--- src/rtl/rom_burst_arb_pkg.sv ---
// Shared types and defaults for the ROM burst arbiter slice.
package rom_arb_pkg;

    typedef enum logic [1:0] {
        IDLE  = 2'd0,
        ISSUE = 2'd1,
        DRAIN = 2'd2
    } state_e;

    localparam int unsigned ADDR_W_DEF = 3;
    localparam int unsigned DATA_W_DEF = 4;

    localparam logic REQ0 = 1'b0;
    localparam logic REQ1 = 1'b1;

endpackage

--- src/rtl/rom_burst_arb_if.sv ---
// Request, ROM and response signals of rom_burst_arb grouped in one bundle.
interface rom_burst_arb_if #(
    parameter int unsigned ADDR_W = rom_arb_pkg::ADDR_W_DEF,
    parameter int unsigned DATA_W = rom_arb_pkg::DATA_W_DEF
);

    logic              req0;
    logic              req1;
    logic [ADDR_W-1:0] addr0;
    logic [ADDR_W-1:0] addr1;
    logic [ADDR_W-1:0] len0;
    logic [ADDR_W-1:0] len1;
    logic              gnt0;
    logic              gnt1;
    logic              rom_en;
    logic [ADDR_W-1:0] rom_addr;
    logic [DATA_W-1:0] rom_data;
    logic              rsp_valid;
    logic [DATA_W-1:0] rsp_data;
    logic              rsp_id;
    logic              rsp_last;
    logic              busy;

    modport slave (
        input  req0, req1, addr0, addr1, len0, len1, rom_data,
        output gnt0, gnt1, rom_en, rom_addr, rsp_valid, rsp_data, rsp_id, rsp_last, busy
    );

    modport master (
        output req0, req1, addr0, addr1, len0, len1, rom_data,
        input  gnt0, gnt1, rom_en, rom_addr, rsp_valid, rsp_data, rsp_id, rsp_last, busy
    );

endinterface

--- src/rtl/rom_burst_arb_rr_arb2.sv ---
// Two-input arbiter. ROM_ARB_RR_EN selects round-robin ties; otherwise requester 0
// always wins and no pointer register exists.
module rr_arb2
    import rom_arb_pkg::*;
(
    input  logic       clk,
    input  logic       rst_n,
    input  logic       en_i,
    input  logic [1:0] req_i,
    input  logic       upd_i,
    input  logic       upd_id_i,
    output logic [1:0] gnt_o
);

`ifdef ROM_ARB_RR_EN
    // ptr_q holds the id that wins when both requesters are asking
    logic ptr_q;
    logic ptr_d;

    always_comb begin
        ptr_d = ptr_q;
        if (upd_i) begin
            ptr_d = ~upd_id_i;
        end
    end

    always_ff @(posedge clk or negedge rst_n) begin
        if (!rst_n) begin
            ptr_q <= REQ0;
        end else begin
            ptr_q <= ptr_d;
        end
    end

    always_comb begin
        gnt_o = '0;
        if (en_i) begin
            if (req_i == 2'b11) begin
                gnt_o = (ptr_q == REQ1) ? 2'b10 : 2'b01;
            end else begin
                gnt_o = req_i;
            end
        end
    end
`else
    logic unused_ok;
    assign unused_ok = ^{clk, rst_n, upd_i, upd_id_i};

    always_comb begin
        gnt_o = '0;
        if (en_i) begin
            gnt_o = {req_i[1] & ~req_i[0], req_i[0]};
        end
    end
`endif

endmodule

--- src/rtl/rom_burst_arb.sv ---
// Burst-read arbiter and sequencer for a shared one-cycle-latency ROM.
// Build option: ROM_ARB_RR_EN enables round-robin tie breaking (default fixed priority).
module rom_burst_arb
    import rom_arb_pkg::*;
#(
    parameter int unsigned ADDR_W = ADDR_W_DEF,
    parameter int unsigned DATA_W = DATA_W_DEF
) (
    input logic            clk,
    input logic            rst_n,
    rom_burst_arb_if.slave bus
);

    state_e            state_q;
    state_e            state_d;
    logic [ADDR_W-1:0] cur_q;
    logic [ADDR_W-1:0] cur_d;
    logic [ADDR_W-1:0] cnt_q;
    logic [ADDR_W-1:0] cnt_d;
    logic              id_q;
    logic              id_d;
    logic              rom_en_q;
    logic              rsp_valid_q;
    logic              rsp_id_q;
    logic              rsp_last_q;
    logic              busy_q;
    logic [1:0]        arb_gnt;
    logic [DATA_W-1:0] rom_word;

    rr_arb2 u_arb (
        .clk      (clk),
        .rst_n    (rst_n),
        .en_i     (state_q == IDLE),
        .req_i    ({bus.req1, bus.req0}),
        .upd_i    (state_q == DRAIN),
        .upd_id_i (id_q),
        .gnt_o    (arb_gnt)
    );

    always_comb begin
        state_d = state_q;
        cur_d   = cur_q;
        cnt_d   = cnt_q;
        id_d    = id_q;
        case (state_q)
            IDLE: begin
                if (|arb_gnt) begin
                    id_d    = arb_gnt[1] ? REQ1 : REQ0;
                    cur_d   = arb_gnt[1] ? bus.addr1 : bus.addr0;
                    cnt_d   = arb_gnt[1] ? bus.len1 : bus.len0;
                    state_d = ISSUE;
                end
            end
            ISSUE: begin
                // cur wraps naturally at the address width
                cur_d = cur_q + 1'b1;
                if (cnt_q == '0) begin
                    state_d = DRAIN;
                end else begin
                    cnt_d = cnt_q - 1'b1;
                end
            end
            DRAIN: begin
                state_d = IDLE;
            end
            default: begin
                state_d = IDLE;
            end
        endcase
    end

    always_ff @(posedge clk or negedge rst_n) begin
        if (!rst_n) begin
            state_q     <= IDLE;
            cur_q       <= '0;
            cnt_q       <= '0;
            id_q        <= REQ0;
            rom_en_q    <= 1'b0;
            rsp_valid_q <= 1'b0;
            rsp_id_q    <= REQ0;
            rsp_last_q  <= 1'b0;
            busy_q      <= 1'b0;
        end else begin
            state_q     <= state_d;
            cur_q       <= cur_d;
            cnt_q       <= cnt_d;
            id_q        <= id_d;
            rom_en_q    <= (state_d == ISSUE);
            rsp_valid_q <= rom_en_q;
            rsp_id_q    <= id_q;
            rsp_last_q  <= rom_en_q && (cnt_q == '0);
            busy_q      <= (state_d != IDLE);
        end
    end

    assign rom_word      = bus.rom_data;
    assign bus.gnt0      = arb_gnt[0];
    assign bus.gnt1      = arb_gnt[1];
    assign bus.rom_en    = rom_en_q;
    assign bus.rom_addr  = cur_q;
    assign bus.rsp_valid = rsp_valid_q;
    assign bus.rsp_data  = rom_word;
    assign bus.rsp_id    = rsp_id_q;
    assign bus.rsp_last  = rsp_last_q;
    assign bus.busy      = busy_q;

endmodule

--- src/flat_wrapper.sv ---
// flat-port wrapper written by rule: the top's interface ports become plain ports
module rom_burst_arb_flat import rom_arb_pkg::*;
#(
    parameter int unsigned ADDR_W = ADDR_W_DEF,
    parameter int unsigned DATA_W = DATA_W_DEF
)
  (clk, rst_n, bus_req0, bus_req1, bus_addr0, bus_addr1, bus_len0, bus_len1, bus_rom_data, bus_gnt0, bus_gnt1, bus_rom_en, bus_rom_addr, bus_rsp_valid, bus_rsp_data, bus_rsp_id, bus_rsp_last, bus_busy);
  rom_burst_arb_if #(.ADDR_W(ADDR_W), .DATA_W(DATA_W)) bus_i ();
  input logic clk;
  input logic rst_n;
  input wire logic [$bits(bus_i.req0)-1:0] bus_req0;
  input wire logic [$bits(bus_i.req1)-1:0] bus_req1;
  input wire logic [$bits(bus_i.addr0)-1:0] bus_addr0;
  input wire logic [$bits(bus_i.addr1)-1:0] bus_addr1;
  input wire logic [$bits(bus_i.len0)-1:0] bus_len0;
  input wire logic [$bits(bus_i.len1)-1:0] bus_len1;
  input wire logic [$bits(bus_i.rom_data)-1:0] bus_rom_data;
  output wire logic [$bits(bus_i.gnt0)-1:0] bus_gnt0;
  output wire logic [$bits(bus_i.gnt1)-1:0] bus_gnt1;
  output wire logic [$bits(bus_i.rom_en)-1:0] bus_rom_en;
  output wire logic [$bits(bus_i.rom_addr)-1:0] bus_rom_addr;
  output wire logic [$bits(bus_i.rsp_valid)-1:0] bus_rsp_valid;
  output wire logic [$bits(bus_i.rsp_data)-1:0] bus_rsp_data;
  output wire logic [$bits(bus_i.rsp_id)-1:0] bus_rsp_id;
  output wire logic [$bits(bus_i.rsp_last)-1:0] bus_rsp_last;
  output wire logic [$bits(bus_i.busy)-1:0] bus_busy;
  assign bus_i.req0 = bus_req0;
  assign bus_i.req1 = bus_req1;
  assign bus_i.addr0 = bus_addr0;
  assign bus_i.addr1 = bus_addr1;
  assign bus_i.len0 = bus_len0;
  assign bus_i.len1 = bus_len1;
  assign bus_i.rom_data = bus_rom_data;
  assign bus_gnt0 = bus_i.gnt0;
  assign bus_gnt1 = bus_i.gnt1;
  assign bus_rom_en = bus_i.rom_en;
  assign bus_rom_addr = bus_i.rom_addr;
  assign bus_rsp_valid = bus_i.rsp_valid;
  assign bus_rsp_data = bus_i.rsp_data;
  assign bus_rsp_id = bus_i.rsp_id;
  assign bus_rsp_last = bus_i.rsp_last;
  assign bus_busy = bus_i.busy;
  rom_burst_arb #(.ADDR_W(ADDR_W), .DATA_W(DATA_W)) u_core (.clk(clk), .rst_n(rst_n), .bus(bus_i));
endmodule
--- config.mk ---
export PLATFORM = sky130hd
export DESIGN_NAME = rom_burst_arb_flat
export DESIGN_NICKNAME = d
export VERILOG_FILES = /design/src/rtl/rom_burst_arb_pkg.sv /design/src/rtl/rom_burst_arb_if.sv /design/src/rtl/rom_burst_arb_rr_arb2.sv /design/src/rtl/rom_burst_arb.sv /design/src/flat_wrapper.sv
export SDC_FILE = /design/constraint.sdc
export NUM_CORES = 1
export LEC_CHECK = 0
export CAP_MARGIN = 30
export CORE_MARGIN = 3
export CORE_UTILIZATION = 35
export DETAILED_ROUTE_END_ITERATION = 8
export PLACE_DENSITY = 0.69
export SLEW_MARGIN = 5
export SYNTH_ARGS = -nofsm -noshare
export SYNTH_HDL_FRONTEND = slang
export SYNTH_SLANG_ARGS = --single-unit
--- constraint.sdc ---
create_clock -name clk -period 1.7 [get_ports clk]
set_input_delay 0.34 -clock clk [delete_from_list [all_inputs] [get_ports clk]]
set_output_delay 0.34 -clock clk [all_outputs]
set_load 0.05 [all_outputs]
==> results of run 1 <==
==> sequential cells by signal, indices dropped and copies added, names as in the netlist <==
name	cells
u_core.bus.rom_addr	3
u_core.cnt_q	3
u_core.state_q	2
u_core.bus.busy	1
u_core.bus.rom_en	1
u_core.bus.rsp_id	1
u_core.bus.rsp_last	1
u_core.bus.rsp_valid	1
u_core.id_q	1
==> per-layer routing <==
layer | vias up | share of wire
li1 | 319 | -
met1 | 309 | 0.43
met2 | 20 | 0.48
met4 | 0 | 0.024
met3 | 6 | 0.059
met5 | - | 0
==> per-stage QoR <==
stage          cell area [um^2]  hold slack (ns)   util  power, mW  instances
3_5_place_dp               1050            0.382  0.523       1.85        126
4_1_cts                    1100            0.362  0.551       2.12        132
6_report                   1110            0.354  0.555       2.13        133
2_1_floorplan               753           0.0444      -       1.47         72
5_1_grt                    1110            0.372  0.555       2.28        133
3_3_place_gp               1050            0.379  0.523       1.83        126
==> critical path, stage by stage, from the launching register on <==
cell	delay, ns
dfrtp_2	0.45
nor4b_4	0.29
buf_6	0.14
buf_12	0.12
==> timing repair <==
| item | CTS | global route |
|---|---|---|
| endpoints found under the setup margin | 2 | 2 |
| endpoints found under the hold margin | 0 | 0 |
| buffers inserted | 2 | 1 |
| gates resized for setup | 4 | 0 |
| gates cloned | 0 | 0 |
==> cells by family after synthesis <==
| group | synth area share |
|---|---|
| buffers and inverters | 0.0963 |
| flip-flops | 0.465 |
| adder cells (fa/ha/maj) | 0.0498 |
| multiplexers | 0.0282 |
| AND/OR/NAND/NOR | 0.189 |
| AO/OA/AOI/OAI | 0.171 |
==> layout make-up <==
type | instances | share of cell area
flip-flops and latches | 14 | 0.318
repair buffers | 37 | 0.309
multi-input cells | 47 | 0.297
clock buffers | 4 | 0.0327
well taps | 27 | 0.0304
inverters | 4 | 0.0135
==> cells in the final DEF (no fill, tap or decap), types with 2 or more instances in the layout <==
cell / synthesis / final
a211oi_1: 2 / 2
a21oi_1: 6 / 6
and2_1: 2 / 2
buf_12: 0 / 2
buf_4: 4 / 19
clkbuf_4: 0 / 3
clkdlybuf4s50_1: 0 / 14
dfrtp_1: 14 / 12
dfrtp_2: 0 / 2
ha_1: 3 / 3
inv_1: 4 / 4
nand2_1: 6 / 6
nor2_1: 3 / 3
nor2b_1: 3 / 3
o21ai_0: 3 / 3
==> power groups by stage <==
stage	sequential (mW)	clock (mW)	combinational, mW
floorplan	0.886	0	0.581
finish	0.613	0.241	1.27
global route	0.637	0.262	1.38
CTS	0.623	0.245	1.25
global placement	0.631	0	1.20
detailed placement	0.632	0	1.22
==> final timing paths <==
path	end	slack, ns
setup / recovery	bus_gnt1	0.08
hold / removal	u_core.bus.rom_en	0.35
setup reg to reg	u_core.cnt_q[0]	0.15
hold reg to reg	u_core.bus.rsp_id	0.40
max in group asynchronous	u_core.state_q[1]	1.16
min in group clk	u_core.bus.rsp_id	0.40
==> impl_metrics.py, run 1 <==
metrics = {
    "sta": {
        "final.setup.tns_ns": 0,
        "skew_ns": 0.00403,
        "worst_slew_pin_slew_ns": 0.359,
        "hold_viol_final": 0,
        "rsz0062_at_grt": "false",
        "maxSlewHeadroom": 0.760,
        "slew_viol_final": 0,
        "setup_violations": 0,
        "period_share": 0.954,
        "max_freq_mhz": 617,
        "period_needed_ns": 1.62,
        "fin_ws_ns": 0.0786,
    },
    "final_layout": {
        "antenna_cells": 0,
        "seq_area_um2": 353,
        "area_delta_synth_final_pct": 47.5,
        "fillerInstances": 188,
        "layout-drive-gt1-share": 0.311,
        "final_nets": 130,
        "multi_input_area_um2": 330,
    },
    "setup_path": {
        "path_class": "flop to output port",
        "reg2reg_depth": 4,
        "worstPathMaxFanout": 3,
        "cp.required_ns": 1.36,
        "crit_path_start": "u_core.state_q[1]",
        "r2r-start": "u_core.state_q[1]",
        "cp.arrival_ns": 1.28,
        "cp-start-kind": "flop",
        "critPathCaptureType": "output port",
    },
    "pwr": {
        "intPower_mw": 1.16,
        "switching_share": 0.453,
        "switchingPower_uw": 964,
        "p_clk_frac": 0.113,
        "power.density_mw_per_mm2": 1910,
        "seqPwrFrac": 0.288,
        "p_comb_frac": 0.598,
        "ir_drop_mv": 1.25,
        "power_leakage_nw": 0.512,
    },
    "synth": {
        "syn_area_per_cell_um2": 10.5,
        "synth-edff-count": 0,
        "synth_nets": 95,
        "ys_top_cells_by_count": "dfrtp_1, a21oi_1, nand2_1, buf_4, inv_1",
        "yosysWarnings": 0,
        "syn_inst": 72,
        "ys.flop_type": "dfrtp_1",
        "ys_top_cells_by_area": "dfrtp_1, ha_1, a21oi_1, buf_4, nor4b_4",
        "synth_most_common_cell": "dfrtp_1",
        "synth.distinct_cells": 32,
        "synthArstFlopShare": 1.00,
        "ys_seq_area_frac": 0.465,
        "yosys_register_bits": 14,
        "yosysTopAreaCellShare": 0.465,
        "yosys.area.top_type": "dfrtp_1",
        "netlist_area_um2": 753,
    },
    "floorplanning": {
        "initial_core_util": 0.376,
        "rows": 16,
        "ios": 34,
        "die_h_um": 52.4,
        "die_area_mm2": 0.00274,
        "die_w_um": 52.4,
        "fp.coreArea_mm2": 0.00200,
    },
    "clocking": {
        "ctsHoldBuffers": 0,
        "tritoncts": "built",
        "clock_sinks": 14,
        "htree_levels": 1,
        "cts_made_buffers": 3,
        "clk_pin_slew_worst_paths_ns": 0.09,
        "insertion_delay_ns": 0.28,
        "cts.path.max_buffers": 2,
        "clockRootBuffer": "clkbuf_4",
    },
    "global_route": {
        "grtUsageMet2": 0.202,
        "met3_usage": 0.0484,
        "top_usage_layer": "met2",
        "grt_max_degree": 15,
        "grt_pass1_vias": 630,
        "grt.met1_usage": 0.167,
        "grt_antenna_before_repair": 0,
        "overflow": 0,
        "grt_pass1_wl_um": 2680,
        "track_usage": 0.135,
    },
    "detailed_routing": {
        "ant_nets": 0,
        "drcViolationCount": 0,
        "wirelength_um": 1650,
        "first_pass_iters": 2,
        "viasPerCell": 4.92,
        "routedWlPerCell_um": 12.4,
        "drt_iter0_drc": 8,
        "vias": 654,
    },
    "placed_design": {
        "port_buffers": 25,
        "post-place-ws_ns": -0.0523,
        "hpwl_um": 1250,
        "gp_congestion": 0.769,
    },
    "job": {
        "timing.max_cap.violations": 0,
    },
    "worst_hold_path": {
        "hold_path.class": "primary input to asynchronous set/reset pin",
    },
    "status": {
        "outcome": "finished clean",
    },
}
Power figures use the tool's default switching activity.
==> inputs of run 2 (changes only) <==
- SETUP_SLACK_MARGIN: not set -> 0.3
==> run 2 against run 1 <==
Setup slack worse by 0.021 ns; die area did not move; fmax fell by 1.3%; count of clock-buffer cells in the layout did not move; final cell count grew 2.3%; critical path type unchanged; critical endpoint unchanged.
==> impl_metrics.py, run 2 (same netlist as run 1, synthesis figures left out) <==
metrics = {
    "global_route": {
        "grt_antenna_before_repair": 0,
        "grt_pass1_wl_um": 2770,
        "grt_max_degree": 15,
        "track_usage": 0.139,
        "grt_pass1_vias": 642,
        "overflow": 0,
    },
    "floorplanning": {
        "fp.coreArea_mm2": 0.00200,
        "ios": 34,
        "die_w_um": 52.4,
        "die_h_um": 52.4,
        "die_area_mm2": 0.00274,
        "rows": 16,
        "initial_core_util": 0.376,
    },
    "sta": {
        "skew_ns": 0.00152,
        "period_needed_ns": 1.64,
        "maxSlewHeadroom": 0.855,
        "worst_slew_pin_slew_ns": 0.214,
        "period_share": 0.966,
        "final.setup.tns_ns": 0,
        "slew_viol_final": 0,
        "hold_viol_final": 0,
        "setup_violations": 0,
        "max_freq_mhz": 609,
        "rsz0062_at_grt": "true",
    },
    "clocking": {
        "clock_sinks": 14,
        "clk_pin_slew_worst_paths_ns": 0.09,
        "cts.path.max_buffers": 2,
        "tritoncts": "built",
        "clockRootBuffer": "clkbuf_4",
        "cts_made_buffers": 3,
        "htree_levels": 1,
        "insertion_delay_ns": 0.28,
    },
    "setup_path": {
        "cp-start-kind": "flop",
        "cp.arrival_ns": 1.30,
        "worstPathMaxFanout": 3,
        "cpMaxStageDelayCell": "dfrtp_2",
        "critPathCaptureType": "output port",
        "path_class": "flop to output port",
        "max_stage_delay_ns": 0.46,
        "cp.required_ns": 1.36,
        "path_cells": "nor4b_4 > buf_6 > buf_12",
    },
    "detailed_routing": {
        "routedWlPerCell_um": 14.0,
        "viasPerCell": 4.89,
        "wirelength_um": 1900,
        "vias": 665,
        "drt_iter0_drc": 17,
        "first_pass_iters": 4,
        "ant_nets": 0,
        "drcViolationCount": 0,
    },
    "pwr": {
        "total_power_mw": 2.33,
        "power.density_mw_per_mm2": 1930,
        "power_leakage_nw": 0.563,
        "ir_drop_mv": 1.33,
    },
    "placed_design": {
        "gp_congestion": 0.769,
        "hpwl_um": 1250,
        "port_buffers": 25,
    },
    "final_layout": {
        "antenna_cells": 0,
        "layout-drive-gt1-share": 0.431,
        "final_nets": 133,
        "layout_common_cells": "buf_4, clkdlybuf4s50_1, dfrtp_1",
        "area_delta_synth_final_pct": 60.6,
        "final_common_cell": "buf_4",
    },
    "worst_hold_path": {
        "hold_path.class": "primary input to asynchronous set/reset pin",
    },
    "job": {
        "timing.max_cap.violations": 0,
    },
    "status": {
        "outcome": "finished clean",
    },
}
run 2: cell count changes in the layout (fill, tap and decap cells not counted), sizes merged:
cell,before,now
buf,22,25
clkdlybuf4s50,14,13
dlymetal6s2s,0,1
run 2: per-layer routing:
layer | share of wire | vias to the layer above | track usage
met5 | 0 | - | 0
met4 | 0.012 | 0 | 0.0596
met3 | 0.040 | 2 | 0.0427
met2 | 0.48 | 14 | 0.215
met1 | 0.47 | 325 | 0.176
li1 | - | 324 | -
run 2: where the power goes:
part | switching [mW] | internal, mW
sequential | 0.122 | 0.499
combinational | 0.822 | 0.649
clock | 0.112 | 0.130
run 2: timing repair:
| action | in CTS | in global routing |
|---|---|---|
| hold buffers | 0 | 0 |
| setup buffers | 4 | 2 |
| pin swaps | 5 | 5 |
| resized for setup | 10 | 16 |
| setup endpoints to repair | 6 | 7 |
run 2: area by class of cell:
| cell class | instances | area (um^2) |
|---|---|---|
| fillers | 172 | 792 |
| repair buffers | 40 | 387 |
| multi-input cells | 47 | 385 |
| flip-flops and latches | 14 | 353 |
| clock buffers | 4 | 36.3 |
| well taps | 27 | 33.8 |
| inverters | 4 | 15.0 |
run 2: through the flow:
step / util / setup slack, ns / cells / area, um^2 / hold WS [ns]
2_1_floorplan: - / -0.166 / 72 / 753 / 0.0444
3_3_place_gp: 0.523 / -0.0441 / 126 / 1050 / 0.379
3_5_place_dp: 0.523 / -0.0523 / 126 / 1050 / 0.382
4_1_cts: 0.567 / 0.0686 / 134 / 1130 / 0.362
5_1_grt: 0.604 / -0.000590 / 136 / 1210 / 0.371
6_report: 0.604 / 0.0577 / 136 / 1210 / 0.358
run 2: worst max-delay path: cells and delay by family, from the launching register on:
family,cells,cell delay [ns]
flip-flops,1,0.46
buffers and inverters,2,0.27
AND/OR/NAND/NOR,1,0.29
run 2: worst paths after layout:
| path | startpoint | end | slack [ns] | cells after the start |
|---|---|---|---|---|
| worst max register to register | u_core.state_q[1] | u_core.cnt_q[0] | 0.07 | 5 |
| worst min-delay path | rst_n | u_core.bus.rom_en | 0.36 | 2 |
| worst max-delay path | u_core.state_q[1] | bus_gnt1 | 0.06 | 3 |
| max in group asynchronous | rst_n | u_core.state_q[0] | 1.16 | 2 |
| min in group clk | u_core.id_q | u_core.bus.rsp_id | 0.40 | 0 |
| worst min register to register | u_core.id_q | u_core.bus.rsp_id | 0.40 | 0 |
==> inputs of run 3 (changes only) <==
- CORE_UTILIZATION: 35 -> 40
- PLACE_DENSITY: 0.69 -> 0.77
- RECOVER_POWER: not set -> 25
==> run 3 against run 2 <==
Worst hold slack improved by 0.028 ns; count of clock-buffer cells in the layout unchanged; flip-flop and latch count unchanged; setup slack improved by 0.030 ns; register-to-register slack improved by 0.09 ns; critical endpoint unchanged; largest power group unchanged; highest routed layer unchanged.
==> impl_metrics.py, run 3 (same netlist as run 1, synthesis figures left out) <==
metrics = {
    "status": {
        "outcome": "finished clean",
    },
    "floorplanning": {
        "die_w_um": 49.4,
        "die_area_mm2": 0.00244,
        "ios": 34,
        "die_h_um": 49.4,
        "fp.coreArea_mm2": 0.00175,
        "initial_core_util": 0.432,
        "rows": 15,
    },
    "detailed_routing": {
        "routedWlPerCell_um": 14.0,
        "ant_nets": 0,
        "vias": 676,
        "drt_iter0_drc": 13,
        "wirelength_um": 1920,
        "first_pass_iters": 4,
        "drcViolationCount": 0,
        "viasPerCell": 4.93,
    },
    "clocking": {
        "insertion_delay_ns": 0.27,
        "ctsHoldBuffers": 0,
        "cts.path.max_buffers": 2,
        "clk_pin_slew_worst_paths_ns": 0.08,
        "cts_made_buffers": 3,
        "htree_levels": 1,
        "tritoncts": "built",
        "clockRootBuffer": "clkbuf_4",
        "clock_sinks": 14,
    },
    "worst_hold_path": {
        "hp-start": "u_core.id_q",
        "hold_path.class": "flop to flop",
    },
    "sta": {
        "hold_viol_final": 0,
        "rsz0062_at_grt": "true",
        "max_freq_mhz": 620,
        "skew_ns": 0.00261,
        "final.setup.tns_ns": 0,
        "maxSlewHeadroom": 0.503,
        "period_needed_ns": 1.61,
        "setup_violations": 0,
        "worst_slew_pin_slew_ns": 0.745,
        "period_share": 0.948,
        "slew_viol_final": 0,
    },
    "placed_design": {
        "port_buffers": 25,
        "gp_congestion": 0.700,
        "hpwl_um": 1360,
    },
    "final_layout": {
        "layout-drive-gt1-share": 0.420,
        "antenna_cells": 0,
        "layout_common_cells": "buf_4, clkdlybuf4s50_1, dfrtp_1",
        "final_common_cell": "buf_4",
        "area_delta_synth_final_pct": 60.3,
        "final_nets": 136,
    },
    "global_route": {
        "track_usage": 0.171,
        "grt_pass1_vias": 656,
        "grt_antenna_before_repair": 0,
        "grt_pass1_wl_um": 3150,
        "overflow": 0,
        "grt_max_degree": 15,
    },
    "setup_path": {
        "worstPathMaxFanout": 4,
        "cpMaxStageDelayCell": "dfrtp_2",
        "critPathCaptureType": "output port",
        "critPathTopFamily": "flip-flops",
        "crit_buf_inv": 2,
        "path_cells": "nor4b_4 > buf_6 > buf_12",
        "r2r-start": "u_core.state_q[0]",
        "path_class": "flop to output port",
        "cp.required_ns": 1.36,
        "crit_path_start": "u_core.state_q[0]",
        "cp.arrival_ns": 1.27,
        "max_stage_delay_ns": 0.46,
        "cp-start-kind": "flop",
    },
    "pwr": {
        "seqPwrFrac": 0.269,
        "total_power_mw": 2.35,
        "power.density_mw_per_mm2": 1940,
        "ir_drop_mv": 0.897,
        "intPower_mw": 1.30,
        "p_clk_frac": 0.099,
        "switching_share": 0.445,
        "switchingPower_mw": 1.05,
        "power_leakage_nw": 0.558,
        "p_comb_frac": 0.632,
    },
    "job": {
        "timing.max_cap.violations": 0,
    },
}
==> run 3: cell types whose count changed in the layout (fill, tap and decap cells not counted), sizes merged <==
cell / before / now
clkdlybuf4s50: 13 / 12
dlygate4sd2: 1 / 2
dlygate4sd3: 0 / 1
clkbuf: 4 / 5
dlymetal6s2s: 1 / 0
buf: 25 / 27
==> run 3: path summary, 6_finish.rpt <==
path	to	slack (ns)	cells past startpoint
worst min register to register	u_core.bus.rsp_id	0.39	0
worst max-delay path	bus_gnt1	0.09	3
worst max register to register	u_core.bus.rom_addr[0]	0.16	6
min in group asynchronous	u_core.bus.rom_en	0.65	2
worst min-delay path	u_core.bus.rsp_id	0.39	0
max in group asynchronous	u_core.state_q[0]	0.54	2
==> run 3: through the flow <==
stage	hold WS [ns]	instances	setup slack [ns]	instance area, um^2	util
after CTS	0.382	134	0.0721	1150	0.658
after global routing	0.395	137	0.0186	1210	0.692
final	0.385	137	0.0882	1210	0.692
after detailed placement	0.368	124	-0.0810	1040	0.599
after global placement	0.363	124	-0.0709	1040	0.599
after floorplan	0.0444	72	-0.166	753	-
==> run 3: per-layer routing <==
| metal | up-vias | GRT usage | routed length [um] |
|---|---|---|---|
| met5 | - | 0 | 0 |
| met4 | 0 | 0.106 | 29 |
| li1 | 329 | - | - |
| met1 | 324 | 0.205 | 763 |
| met2 | 21 | 0.281 | 1010 |
| met3 | 2 | 0.0306 | 124 |
==> run 3: layout make-up <==
cell class              instances  area (um^2)
inverters                       4         15.0
well taps                      25         31.3
fillers                       142          538
clock buffers                   4         36.3
flip-flops and latches         14          353
multi-input cells              47          378
repair buffers                 43          394
==> run 3: repair_timing <==
action | in CTS | in global routing
pin swaps | 3 | 3
buffers inserted | 6 | 3
gates resized for setup | 11 | 8
endpoints found under the setup margin | 7 | 7
==> run 3: power groups by stage <==
stage               sequential [mW]  combinational [mW]  clock [mW]
floorplan                     0.886               0.581           0
global placement              0.630                1.19           0
detailed placement            0.634                1.22           0
CTS                           0.621                1.36       0.242
global route                  0.648                1.59       0.268
finish                        0.631                1.48       0.233
